`src/rtl/sr_latch_bist.sv`:
```
// sr_latch_bist: BIST driver/checker for a NOR SR latch.
// Define SR_BIST_FORBIDDEN_EN to add the forbidden S=R=1 step and its recovery.
module sr_latch_bist #(
    parameter int SETTLE_CYC = 2,
    parameter int NUM_PASSES = 1,
    parameter int ERR_W      = 8
) (
    input  logic             clk,
    input  logic             rst_n,
    input  logic             start,
    input  logic             q_in,
    input  logic             qn_in,
    output logic             s_out,
    output logic             r_out,
    output logic             busy,
    output logic             done,
    output logic             pass,
    output logic [ERR_W-1:0] err_cnt,
    output logic [2:0]       fail_step
);

`ifdef SR_BIST_FORBIDDEN_EN
    localparam logic [2:0] LAST_STEP = 3'd6;
`else
    localparam logic [2:0] LAST_STEP = 3'd4;
`endif

    localparam int PC_W = (NUM_PASSES > 1) ? $clog2(NUM_PASSES) : 1;
    localparam int WC_W = $clog2(SETTLE_CYC + 2) + 1;
    localparam logic [PC_W-1:0] PC_LAST = PC_W'(NUM_PASSES - 1);
    localparam logic [WC_W-1:0] WC_LOAD = WC_W'(SETTLE_CYC + 1);
    localparam logic [2:0] NO_FAIL = 3'd7;

    typedef enum logic [2:0] {
        ST_IDLE,
        ST_APPLY,
        ST_WAIT,
        ST_CHECK,
        ST_DONE
    } state_t;

    // {S, R, expected Q, expected Qn} for each step
    function automatic logic [3:0] step_vec(input logic [2:0] idx);
        logic [3:0] v;
        case (idx)
            3'd0:    v = 4'b0101;
            3'd1:    v = 4'b0001;
            3'd2:    v = 4'b1010;
            3'd3:    v = 4'b0010;
            3'd4:    v = 4'b0101;
`ifdef SR_BIST_FORBIDDEN_EN
            3'd5:    v = 4'b1100;
            3'd6:    v = 4'b0101;
`endif
            default: v = 4'b0101;
        endcase
        return v;
    endfunction

    state_t           state_q, state_d;
    logic [2:0]       step_q, step_d;
    logic [PC_W-1:0]  pcnt_q, pcnt_d;
    logic [WC_W-1:0]  wcnt_q, wcnt_d;
    logic             s_q, s_d;
    logic             r_q, r_d;
    logic             busy_q, busy_d;
    logic             done_q, done_d;
    logic             pass_q, pass_d;
    logic [ERR_W-1:0] err_q, err_d;
    logic [2:0]       fail_q, fail_d;
    logic [1:0]       sync1_q, sync2_q;
    logic [3:0]       vec;

    assign vec = step_vec(step_q);

    // Next-state and registered-output logic for the test sequencer
    always_comb begin
        state_d = state_q;
        step_d  = step_q;
        pcnt_d  = pcnt_q;
        wcnt_d  = wcnt_q;
        s_d     = s_q;
        r_d     = r_q;
        busy_d  = busy_q;
        done_d  = 1'b0;
        pass_d  = pass_q;
        err_d   = err_q;
        fail_d  = fail_q;
        case (state_q)
            ST_IDLE: begin
                if (start) begin
                    state_d = ST_APPLY;
                    busy_d  = 1'b1;
                    err_d   = '0;
                    pass_d  = 1'b0;
                    fail_d  = NO_FAIL;
                    step_d  = 3'd0;
                    pcnt_d  = '0;
                end
            end
            ST_APPLY: begin
                s_d     = vec[3];
                r_d     = vec[2];
                wcnt_d  = WC_LOAD;
                state_d = ST_WAIT;
            end
            ST_WAIT: begin
                if (wcnt_q == '0) begin
                    state_d = ST_CHECK;
                end else begin
                    wcnt_d = wcnt_q - 1'b1;
                end
            end
            ST_CHECK: begin
                if (sync2_q != vec[1:0]) begin
                    if (err_q != '1) begin
                        err_d = err_q + 1'b1;
                    end
                    if (fail_q == NO_FAIL) begin
                        fail_d = step_q;
                    end
                end
                state_d = ST_APPLY;
                if (step_q == LAST_STEP) begin
                    step_d = 3'd0;
                    if (pcnt_q == PC_LAST) begin
                        state_d = ST_DONE;
                        done_d  = 1'b1;
                        busy_d  = 1'b0;
                        pass_d  = (err_d == '0);
                    end else begin
                        pcnt_d = pcnt_q + 1'b1;
                    end
                end else begin
                    step_d = step_q + 3'd1;
                end
            end
            ST_DONE: begin
                state_d = ST_IDLE;
            end
            default: begin
                state_d = ST_IDLE;
            end
        endcase
    end

    // State, output and Q/Qn synchroniser registers
    always_ff @(posedge clk or negedge rst_n) begin
        if (!rst_n) begin
            state_q <= ST_IDLE;
            step_q  <= 3'd0;
            pcnt_q  <= '0;
            wcnt_q  <= '0;
            s_q     <= 1'b0;
            r_q     <= 1'b1;
            busy_q  <= 1'b0;
            done_q  <= 1'b0;
            pass_q  <= 1'b0;
            err_q   <= '0;
            fail_q  <= NO_FAIL;
            sync1_q <= 2'b00;
            sync2_q <= 2'b00;
        end else begin
            state_q <= state_d;
            step_q  <= step_d;
            pcnt_q  <= pcnt_d;
            wcnt_q  <= wcnt_d;
            s_q     <= s_d;
            r_q     <= r_d;
            busy_q  <= busy_d;
            done_q  <= done_d;
            pass_q  <= pass_d;
            err_q   <= err_d;
            fail_q  <= fail_d;
            sync1_q <= {q_in, qn_in};
            sync2_q <= sync1_q;
        end
    end

    assign s_out     = s_q;
    assign r_out     = r_q;
    assign busy      = busy_q;
    assign done      = done_q;
    assign pass      = pass_q;
    assign err_cnt   = err_q;
    assign fail_step = fail_q;

endmodule

```
`config.mk`:
```
export PLATFORM = sky130hd
export DESIGN_NAME = sr_latch_bist
export DESIGN_NICKNAME = d
export VERILOG_FILES = /design/src/rtl/sr_latch_bist.sv
export SDC_FILE = /design/constraint.sdc
export NUM_CORES = 1
export LEC_CHECK = 0
export BUFFER_PORTS_ARGS = -buffer_cell sky130_fd_sc_hd__buf_2
export CORE_UTILIZATION = 61
export DETAILED_ROUTE_END_ITERATION = 10
export PLACE_DENSITY_LB_ADDON = 0.15
export SYNTH_ARGS = -nofsm -noshare
export SYNTH_HDL_FRONTEND = slang
export SYNTH_SLANG_ARGS = --single-unit
```
`constraint.sdc`:
```
create_clock -name clk -period 2.86 [get_ports clk]
set_input_delay 0.572 -clock clk [delete_from_list [all_inputs] [get_ports clk]]
set_output_delay 0.572 -clock clk [all_outputs]
set_load 0.005 [all_outputs]
```
==> results.toml <==
[floorplan]
die_y_um = 53.0
rows = 18
start_util_pct = 64.1
die_x_um = 53.0
ios = 21
dieArea_sq_um = 2810
coreArea_sq_um = 2480

[synthesis]
yosysTopAreaCell = "dfrtp_1"
synth.area.top_cells = "dfrtp_1, dfstp_2, ha_1"
syn_nets = 174
synthCells = 162
yosysMostFrequentCell = "dfrtp_1"
synth.avg_cell_area_sq_um = 9.81
ys_seq_area_share_pct = 46.0
synthArstFlopShare_pct = 100
synth_warnings = 0
netlist_area_sq_um = 1590
synth_edf_count = 0
ys_ff_latch = 29
synth_commonest_cells = "dfrtp_1, nor2_1, nand2_1"
yosysTopAreaCellShare_pct = 39.4
ys.flop_type = "dfrtp_1"
yosysUniqueCellTypes = 46

[flow_run]
cap_viol_max_count = 0

[global_route]
gr-total-overflow = 0
grt_pass1_wl_um = 5390
first_global_vias = 1190
antenna_found_initial = 0
grt_usage_pct = 27.9
grt_max_degree = 30

[power_and_ir_drop]
cellPowerDensity_nw_per_um2 = 931
vdd_drop_max_mv = 0.667
p_leak_nw = 0.771

[sta]
skew_ps = 6.36
hold_violations = 0
slew_headroom_pct = 58.9
fmax_mhz = 487
fin_crit_sh_pct = 71.8
finalSetupViolations = 0
drv_slew = 0
tns_ps = 0
worst_pin_slew_ps = 616
fin_crit_ps = 2050
grt_setup_unrepaired = "false"

[detailed_routing]
wire_per_inst_um = 15.8
drtIter0Drc = 50
wirelength_um = 3370
viasPerCell = 6.36
ant_nets = 0
drc = 0
dr.pass1.iters = 4
num_vias = 1354

[critical_path]
crit_fanout = 10
crit_type = "reg2reg"
crit_end = "pass"
crit_path_start = "err_cnt[3]"
r2r_start = "err_cnt[3]"
endpoint_kind = "flip-flop"
worstPathRequired_ps = 3100
r2r_end = "pass"
crit_arrival_ps = 2300
reg2reg_depth = 5
start_kind = "flip-flop"
rrSetupSlack_ps = 810

[hold_path]
min_path_type = "in2async"

[layout]
fin_nets = 194
n_antenna_cell = 0
area_delta_synth_final_pct = 10.6
fill_cells = 197
layout-drive-gt1-share_pct = 21.9
final_util_pct = 71.0

[placed_design]
gp_congestion = 0.822
port_buffers = 20
place_hpwl_um = 2400

[clocking]
postCtsSetupBuffers = 0
insertion_delay_ps = 330
clkTransAtPathRegs_ps = 90
holdBufCountCts = 0
cts_buffers = 5
cts_tree = "built"
clockBufferDepth = 2
htree_num_levels = 2
clock-sinks = 29
cts-root-buf = "clkbuf_4"
cts_resized = 0

[status]
status = "completed"
## registers in the layout (all words and copies together) (netlist names)
register	flops
step_q	3
sync1_q	2
r_out	1
s_out	1
pass	1
sync2_q	2
fail_step	3
err_cnt	8
busy	1
wcnt_q	3
state_q	3
done	1
## worst max-delay path: stages, from the launching register on
cell and delay [ps]:
dfrtp_1 560, nand4_2 220, a2111oi_1 500, mux2i_1 310, o211ai_1 140, o31ai_2 240
## where the power goes
group / internal (mW) / switching [mW] / leakage [nW]
clock network: 0.142 / 0.141 / 0.0413
logic: 0.283 / 0.357 / 0.371
registers: 0.539 / 0.176 / 0.359
total: 0.964 / 0.673 / 0.771
## placed cells by master (no fill, tap or decap), types with 2 or more instances in the layout
| cell | count |
|---|---|
| dfrtp_1 | 25 |
| nor2b_1 | 4 |
| a211oi_1 | 2 |
| xnor2_1 | 2 |
| nor4_1 | 4 |
| buf_2 | 20 |
| mux2i_1 | 2 |
| ha_1 | 7 |
| nand4_1 | 2 |
| a21oi_1 | 10 |
| inv_1 | 6 |
| nand2_1 | 13 |
| a41oi_1 | 2 |
| o22a_1 | 4 |
| nand3_1 | 4 |
| nand2b_1 | 2 |
| or2_1 | 2 |
| a311oi_1 | 2 |
| dfstp_2 | 4 |
| a22o_1 | 3 |
| nor2_1 | 16 |
| clkbuf_4 | 5 |
| nor3_1 | 5 |
| o21ai_0 | 10 |
| clkbuf_8 | 2 |
| nand3b_1 | 2 |
| o21ai_1 | 3 |
## cell type report
type	instances	area [sq um]	share of cell area (%)
Multi-Input combinational cell	120	797	45.3
Clock inverter	1	5.00	0.285
Clock buffer	7	65.1	3.70
Inverter	6	22.5	1.28
Sequential cell	29	731	41.6
Tap cell	30	37.5	2.14
Timing Repair Buffer	20	100	5.69
## how the worst min path moves through the flow
stage / slack [ps] / to
after global placement: 330 / sync2_q[0]
after CTS: 260 / s_out
after global routing: 280 / wcnt_q[0]
final: 240 / wcnt_q[2]
after floorplan: 280 / busy
after detailed placement: 330 / sync2_q[1]
## layer usage
| layer | global-route usage (%) | routed length [um] |
|---|---|---|
| met2 | 43.0 | 1600 |
| met5 | 0 | 0 |
| met1 | 35.4 | 1400 |
| met3 | 8.91 | 291 |
| met4 | 12.7 | 66 |
## logic make-up after synthesis
family          synth area share [%]
compound gates                  19.5
simple gates                    22.0
mux                             1.97
fa+ha+maj                       5.51
flops                           46.0
xor+xnor                        1.10
buf+inv                         3.86
## metrics by stage
stage	std cells	total power, mW	hold WS [ps]	area, sq um	setup slack, ps
floorplan	162	1.16	276	1590	1050
global placement	205	1.31	331	1690	958
detailed placement	205	1.35	335	1690	853
CTS	213	1.64	259	1760	839
global route	213	1.76	285	1760	616
finish	213	1.64	244	1760	808
(Power assumes the default switching activity.)
